--- src/rtl/lsu_pkg.sv ---
// Shared encodings, FSM state type and byte-enable helper for the load/store unit.
package lsu_pkg;

  localparam logic [1:0] SZ_B = 2'd0;
  localparam logic [1:0] SZ_H = 2'd1;
  localparam logic [1:0] SZ_W = 2'd2;
  localparam logic [1:0] SZ_D = 2'd3;

  // Wide enough for two dword beats (2 * 8 lanes)
  localparam int unsigned MASK_W = 16;

  typedef enum logic [1:0] {
    IDLE,
    ISSUE,
    WAIT,
    WB
  } lsu_state_t;

  // Two-beat byte mask: (2^bytes - 1) << off
  function automatic logic [MASK_W-1:0] be_mask(input logic [1:0] size, input logic [2:0] off);
    logic [MASK_W-1:0] ones;
    ones = MASK_W'((17'd1 << (4'd1 << size)) - 17'd1);
    return ones << off;
  endfunction

endpackage

--- src/rtl/lsu_split_align.sv ---
// Lane shifting: store data into byte lanes, load data out of a two-beat buffer with extension.
module lsu_align #(
  parameter int unsigned XLEN = 32
) (
  input  logic [XLEN-1:0]             st_wdata,
  input  logic [$clog2(XLEN/8)-1:0]   st_off,
  output logic [2*XLEN-1:0]           st_data,
  input  logic [2*XLEN-1:0]           ld_buf,
  input  logic [$clog2(XLEN/8)-1:0]   ld_off,
  input  logic [1:0]                  ld_size,
  input  logic                        ld_unsigned,
  output logic [XLEN-1:0]             ld_data
);

  localparam int unsigned DW = 2 * XLEN;
  localparam int unsigned IW = $clog2(XLEN);

  logic [XLEN-1:0] ld_low;
  int unsigned     nbits;
  logic            sign;

  assign st_data = DW'(st_wdata) << {st_off, 3'b000};
  assign ld_low  = XLEN'(ld_buf >> {ld_off, 3'b000});

  // Width of the loaded field and the bit used to fill above it
  always_comb begin
    nbits = 32'd8 << ld_size;
    if (nbits > XLEN) nbits = XLEN;
    sign = ~ld_unsigned & ld_low[IW'(nbits - 32'd1)];
  end

  for (genvar i = 0; i < XLEN; i++) begin : g_ext
    assign ld_data[i] = (32'(i) < nbits) ? ld_low[i] : sign;
  end

endmodule

--- src/rtl/lsu_split.sv ---
// Load/store unit: valid/ready request in, request/grant/response memory beats out,
// boundary-crossing accesses split into two aligned beats, loads extended for writeback.
module lsu_split
  import lsu_pkg::*;
#(
  parameter int unsigned XLEN        = 32,
  parameter int unsigned ADDR_W      = 32,
  parameter bit          MISALIGN_EN = 1'b1
) (
  input  logic                 clk,
  input  logic                 rst_n,
  input  logic                 req_valid_i,
  output logic                 req_ready_o,
  input  logic                 req_we_i,
  input  logic [1:0]           req_size_i,
  input  logic                 req_unsigned_i,
  input  logic [ADDR_W-1:0]    req_addr_i,
  input  logic [XLEN-1:0]      req_wdata_i,
  input  logic [4:0]           req_rd_i,
  output logic                 mem_req_o,
  input  logic                 mem_gnt_i,
  output logic                 mem_we_o,
  output logic [ADDR_W-1:0]    mem_addr_o,
  output logic [XLEN/8-1:0]    mem_be_o,
  output logic [XLEN-1:0]      mem_wdata_o,
  input  logic                 mem_rvalid_i,
  input  logic [XLEN-1:0]      mem_rdata_i,
  output logic                 wb_valid_o,
  output logic [4:0]           wb_rd_o,
  output logic [XLEN-1:0]      wb_data_o,
  output logic                 err_misalign_o
);

  localparam int unsigned NB   = XLEN / 8;
  localparam int unsigned OFFW = $clog2(NB);
  localparam int unsigned DW   = 2 * XLEN;
  localparam int unsigned MW   = 2 * NB;

  lsu_state_t        state;
  logic              we_q;
  logic              uns_q;
  logic              split_q;
  logic              beat_q;
  logic [1:0]        size_q;
  logic [ADDR_W-1:0] addr_q;
  logic [XLEN-1:0]   wdata_q;
  logic [4:0]        rd_q;
  logic [DW-1:0]     rbuf_q;

  logic              in_idle;
  logic [ADDR_W-1:0] addr_m;
  logic [1:0]        size_m;
  logic [OFFW-1:0]   off_m;
  logic [ADDR_W-1:0] base_m;
  logic [MW-1:0]     mask_m;
  logic [XLEN-1:0]   wdata_m;
  logic [3:0]        bytes_c;
  logic              split_c;
  logic              illegal_c;
  logic [DW-1:0]     st_data;
  logic [DW-1:0]     buf_nxt;
  logic [XLEN-1:0]   ld_data;

  // Beat 0 is set up from the live request, beat 1 from the latched one
  assign in_idle = (state == IDLE);
  assign addr_m  = in_idle ? req_addr_i  : addr_q;
  assign size_m  = in_idle ? req_size_i  : size_q;
  assign wdata_m = in_idle ? req_wdata_i : wdata_q;
  assign off_m   = addr_m[OFFW-1:0];
  assign base_m  = addr_m & ~ADDR_W'(NB - 1);
  assign mask_m  = MW'(be_mask(size_m, 3'(off_m)));

  assign bytes_c   = 4'd1 << req_size_i;
  assign split_c   = (5'(req_addr_i[OFFW-1:0]) + 5'(bytes_c)) > 5'(NB);
  assign illegal_c = ((!MISALIGN_EN) && ((req_addr_i & ADDR_W'(bytes_c - 4'd1)) != '0)) ||
                     ((req_size_i == SZ_D) && (XLEN == 32));

  assign buf_nxt = beat_q ? {mem_rdata_i, rbuf_q[XLEN-1:0]} : {rbuf_q[DW-1:XLEN], mem_rdata_i};

  lsu_align #(.XLEN(XLEN)) u_align (
    .st_wdata    (wdata_m),
    .st_off      (off_m),
    .st_data     (st_data),
    .ld_buf      (buf_nxt),
    .ld_off      (addr_q[OFFW-1:0]),
    .ld_size     (size_q),
    .ld_unsigned (uns_q),
    .ld_data     (ld_data)
  );

  // Control FSM with registered outputs
  always_ff @(posedge clk or negedge rst_n) begin
    if (!rst_n) begin
      state          <= IDLE;
      we_q           <= 1'b0;
      uns_q          <= 1'b0;
      split_q        <= 1'b0;
      beat_q         <= 1'b0;
      size_q         <= '0;
      addr_q         <= '0;
      wdata_q        <= '0;
      rd_q           <= '0;
      rbuf_q         <= '0;
      req_ready_o    <= 1'b1;
      mem_req_o      <= 1'b0;
      mem_we_o       <= 1'b0;
      mem_addr_o     <= '0;
      mem_be_o       <= '0;
      mem_wdata_o    <= '0;
      wb_valid_o     <= 1'b0;
      wb_rd_o        <= '0;
      wb_data_o      <= '0;
      err_misalign_o <= 1'b0;
    end else begin
      wb_valid_o     <= 1'b0;
      err_misalign_o <= 1'b0;
      case (state)
        IDLE: begin
          if (req_valid_i && req_ready_o) begin
            we_q    <= req_we_i;
            uns_q   <= req_unsigned_i;
            size_q  <= req_size_i;
            addr_q  <= req_addr_i;
            wdata_q <= req_wdata_i;
            rd_q    <= req_rd_i;
            split_q <= split_c;
            beat_q  <= 1'b0;
            if (illegal_c) begin
              err_misalign_o <= 1'b1;
            end else begin
              state       <= ISSUE;
              req_ready_o <= 1'b0;
              mem_req_o   <= 1'b1;
              mem_we_o    <= req_we_i;
              mem_addr_o  <= base_m;
              mem_be_o    <= mask_m[NB-1:0];
              mem_wdata_o <= st_data[XLEN-1:0];
            end
          end
        end
        ISSUE: begin
          if (mem_gnt_i) begin
            mem_req_o <= 1'b0;
            state     <= WAIT;
          end
        end
        WAIT: begin
          if (mem_rvalid_i) begin
            if (!we_q) rbuf_q <= buf_nxt;
            if (split_q && !beat_q) begin
              beat_q      <= 1'b1;
              state       <= ISSUE;
              mem_req_o   <= 1'b1;
              mem_addr_o  <= base_m + ADDR_W'(NB);
              mem_be_o    <= mask_m[MW-1:NB];
              mem_wdata_o <= st_data[DW-1:XLEN];
            end else if (!we_q) begin
              state      <= WB;
              wb_valid_o <= (rd_q != 5'd0);
              wb_rd_o    <= rd_q;
              wb_data_o  <= ld_data;
            end else begin
              state       <= IDLE;
              req_ready_o <= 1'b1;
            end
          end
        end
        WB: begin
          state       <= IDLE;
          req_ready_o <= 1'b1;
        end
        default: begin
          state       <= IDLE;
          req_ready_o <= 1'b1;
        end
      endcase
    end
  end

endmodule

--- config.mk ---
export PLATFORM = sky130hd
export DESIGN_NAME = lsu_split
export DESIGN_NICKNAME = d
export VERILOG_FILES = /design/src/rtl/lsu_pkg.sv /design/src/rtl/lsu_split_align.sv /design/src/rtl/lsu_split.sv
export SDC_FILE = /design/constraint.sdc
export NUM_CORES = 1
export LEC_CHECK = 0
export BUFFER_PORTS_ARGS = -buffer_cell sky130_fd_sc_hd__buf_4
export CELL_PAD_IN_SITES_DETAIL_PLACEMENT = 1
export CELL_PAD_IN_SITES_GLOBAL_PLACEMENT = 1
export CORE_AREA = 2 2 177 179
export CTS_CLUSTER_DIAMETER = 200
export CTS_CLUSTER_SIZE = 24
export DETAILED_ROUTE_END_ITERATION = 7
export DIE_AREA = 0 0 179 181
export PLACE_DENSITY_LB_ADDON = 0.1
export SETUP_SLACK_MARGIN = 0.15
export SKIP_LAST_GASP = 1
export SLEW_MARGIN = 20
export SYNTH_ARGS = -nofsm -noshare
export SYNTH_HDL_FRONTEND = slang
export SYNTH_SLANG_ARGS = --single-unit
--- constraint.sdc ---
create_clock -name clk -period 3.6 [get_ports clk]
set_input_delay 0.36 -clock clk [delete_from_list [all_inputs] [get_ports clk]]
set_output_delay 0.36 -clock clk [all_outputs]
set_load 0.01 [all_outputs]
==> flow_summary_export.csv <==
group,metric,value,unit
run_status,status,"completed",
detailed_routing,drtAntennaViolNets,0,
worst_setup_path,timing.critical_path.from,"state[0]",
sta,post-route-min-period,3.087,ns
place,dp_hpwl,28690,µm
synthesis,synth-async-reset-ratio,100.0,%
power_and_ir_drop,p_comb_share,48.1,%
synthesis,postSynthAreaPerCell,11.24,µm²
worst_setup_path,reg2reg_from,"state[0]",
detailed_routing,dr.pass1.iters,5,
power_and_ir_drop,p_seq_share,37.9,%
synthesis,yosysSeqAreaShare,44.54,%
synthesis,syn_inst,1205,
power_and_ir_drop,internal_power,7.474,mW
cts,clkLatencyLatePin,0.50,ns
power_and_ir_drop,pwr-share-clk,14.1,%
sta,worst_slack,0.5134,ns
global_routing,grt_pass1_wl,63160,µm
die,ios,220,
cts,cts_resized,0,
sta,max_freq,0.3240,GHz
die,die_h,181,µm
detailed_routing,highest_layer,"met4",
global_routing,grt_max_degree,121,
worst_setup_path,cp.arrival,3.48,ns
global_routing,grt_pass1_vias,11000,
synthesis,synth_area_leaders,"dfrtp_1 44%, mux2_2 12%, mux4_2 7.5%, mux2i_1 7.2%, nand2_1 4.0%",
synthesis,yosys.area.top_type,"dfrtp_1",
detailed_routing,dr_wl_met3,1922,µm
synthesis,ys_ff_latch,241,
worst_setup_path,cp_slowest_cell,"dfrtp_1",
synthesis,synth_top_area_share,44.34,%
sta,relSlewSlack,30.49,%
detailed_routing,wl_per_cell,22.23,µm
place,dpl_cell_area,15550,µm²
global_routing,antenna_found_initial,2,
synthesis,synth_common_cells,"240 x dfrtp_1, 146 x nand2_1, 145 x mux2_2, 98 x mux2i_1, 68 x o21ai_0",
die,die_x,179,µm
final_layout,nFillCells,3284,
hold_path,worstHoldPathType,"in -> reg",
power_and_ir_drop,switching_share,39.87,%
global_routing,grtUsageTotal,24.69,%
synthesis,synth_cell_type_count,78,
die,dieArea,32400,µm²
place,place.gp.congestion,0.8636,
sta,worst_pin_slew,1.043,ns
synthesis,synth_edf_count,0,
final_layout,finalInstanceArea,16000,µm²
detailed_routing,wl,39690,µm
die,coreArea,30350,µm²
cts,cts_root_buf,"clkbuf_16",
detailed_routing,drtIter0Drc,638,
synthesis,synth_most_common_cell,"dfrtp_1",
place,pre_cts_slack,0.5461,ns
cts,cts_tree,"built",
synthesis,synth_area,13540,µm²
cts,post-cts-setup-buffers,0,
worst_setup_path,critPathMostFrequentCell,"nand2_1",
detailed_routing,routed_via_density,5.991,
power_and_ir_drop,ir_drop,0.4880,mV
final_layout,drive_above_1_share,34.32,%
sta,setup_viol,0,
power_and_ir_drop,total_power,12.43,mW
worst_setup_path,critical_path_class,"reg -> reg",
synthesis,ys.warnings.count,0,
final_layout,area.sequential,6038,µm²
die,initial_utilization,44.63,%
worst_setup_path,cp_max_fo,15,
power_and_ir_drop,p_sw,4.956,mW
hold_path,hp-start,"req_unsigned_i",
detailed_routing,wl_met1,18100,µm
cts,cts.htree.levels,1,
final_layout,layout.nets,1496,
detailed_routing,wl_met2,18730,µm
sta,tns,0,ns
detailed_routing,drc,0,
sta,final-hold-violation-count,0,
final_layout,multi_input_area,7086,µm²
sta,period_share,85.74,%
synthesis,synth_ff_type,"dfrtp_1",
cts,cts.path.max_buffers,3,
die,num_rows,64,
run,cap_violations,0,
sta,maxSlewViolCount,0,
worst_setup_path,worstPathCellList,"or2_4 > nand2_1 > nand2_1 > ha_1 > nand4b_1 > a211oi_1 > nand3_2 > o311a_1 > a221o_1",
worst_setup_path,start_kind,"flip-flop",
worst_setup_path,worstPathRequired,3.99,ns
power_and_ir_drop,p_leak,7.157,nW
final_layout,syn_to_final_growth,18.10,%
global_routing,grt_overflow,0,
sta,rsz0062_at_grt,"no",
place,numPortBuffers,217,
sta,finalClockSkew,0.02998,ns
cts,clkTransAtPathRegs,0.11,ns
worst_setup_path,critPathCaptureType,"flip-flop",
worst_setup_path,cpPeakStageDelay,0.63,ns
power_and_ir_drop,cellPowerDensity,777.1,nW/µm²
detailed_routing,vias,10690,
cts,numClockSinks,241,
cts,numCtsBuffers,14,
## cell families (layout without fill, tap and decap cells)
family	after synthesis	in the layout	share of synthesized area [%]
multiplexers	293	293	27.20
AND/OR/NAND/NOR	287	287	10.30
AO/OA/AOI/OAI	262	262	13.23
flip-flops	241	241	44.54
buffers and inverters	104	285	3.418
XOR/XNOR	12	12	0.7760
adder cells (fa/ha/maj)	5	5	0.5173
other	1	4	0.02769
## power by group through the flow
stage	sequential [mW]	combinational, mW	clock (mW)
global route	4.86	6.54	1.90
detailed placement	4.76	6.01	0
CTS	4.71	6.02	1.81
global placement	4.72	5.85	0
floorplan	4.58	3.93	0
finish	4.71	5.97	1.75
## stage by stage
stage / hold slack, ns / cells / utilization (%)
3_3_place_gp: 0.4591 / 1760 / 51.25
3_5_place_dp: 0.4718 / 1760 / 51.25
5_1_grt: 0.06623 / 1785 / 52.70
4_1_cts: 0.003731 / 1782 / 52.65
2_1_floorplan: 0.06441 / 1206 / -
6_report: 0.07557 / 1785 / 52.70
## critical path, delay by kind of cell (launching register included)
| family | cells | cell delay [ns] |
|---|---|---|
| AO/OA/AOI/OAI | 3 | 1.26 |
| adder cells (fa/ha/maj) | 1 | 0.23 |
| AND/OR/NAND/NOR | 5 | 0.85 |
| flip-flops | 1 | 0.63 |
## routing by layer
metal	up-vias	track usage [%]
li1	4874	-
met1	5501	35.66
met2	276	39.43
met3	43	3.072
met4	0	6.114
met5	-	0
## placed cells by master (no fill, tap or decap), types with 4 or more instances in the layout
cell | netlist | layout
o221ai_1 | 10 | 10
nand4bb_1 | 8 | 8
or3_1 | 4 | 4
and3_1 | 6 | 6
xnor2_1 | 9 | 9
mux2_2 | 145 | 145
clkbuf_16 | 0 | 15
o211ai_1 | 37 | 37
o31ai_1 | 7 | 7
nand3_1 | 17 | 17
o21ai_0 | 68 | 68
nand2_1 | 146 | 145
or4_1 | 5 | 5
a211oi_1 | 17 | 17
buf_4 | 4 | 250
ha_1 | 4 | 4
and2_1 | 6 | 6
a21oi_1 | 35 | 35
inv_1 | 11 | 11
mux2_1 | 5 | 5
nor2_1 | 39 | 36
nand4_1 | 13 | 13
o21a_1 | 17 | 17
mux2i_1 | 98 | 98
nor3_1 | 7 | 6
nand2b_1 | 5 | 5
a32oi_1 | 24 | 24
mux4_2 | 45 | 45
a31oi_1 | 5 | 5
nor2b_1 | 9 | 9
clkbuf_1 | 40 | 6
dfrtp_1 | 240 | 237
a22oi_1 | 9 | 9
## state kept, by name, indices dropped and copies added, names as in the netlist, 2 cells and up
signal	flops
rbuf_q	56
addr_q	32
mem_wdata_o	32
wb_data_o	32
wdata_q	32
mem_addr_o	30
rd_q	5
wb_rd_o	5
mem_be_o	4
size_q	2
state	2
## layout make-up
| cell class | count | share of cell area, % |
|---|---|---|
| Multi-Input combinational cell | 861 | 44.30 |
| Tap cell | 396 | 3.098 |
| Timing Repair Buffer | 252 | 11.89 |
| Sequential cell | 241 | 37.75 |
| Clock inverter | 1 | 0.1877 |
| Antenna cell | 2 | 0.03129 |
| Clock buffer | 21 | 2.487 |
| Inverter | 11 | 0.2581 |
## final timing paths
path	to	slack, ns	depth (start not counted)
min reg2reg	mem_addr_o[14]	0.49	2
max reg2reg	mem_addr_o[30]	0.51	9
min in group asynchronous	wb_data_o[4]	0.48	2
max	mem_addr_o[30]	0.51	9
max in group asynchronous	rd_q[3]	1.97	3
min	uns_q	0.08	3
## repair_timing
item,in CTS,in global routing
endpoints found under the setup margin,0,0
hold endpoints to repair,0,1
hold buffers,0,1
No activity file was read; power rests on OpenSTA's default activity.
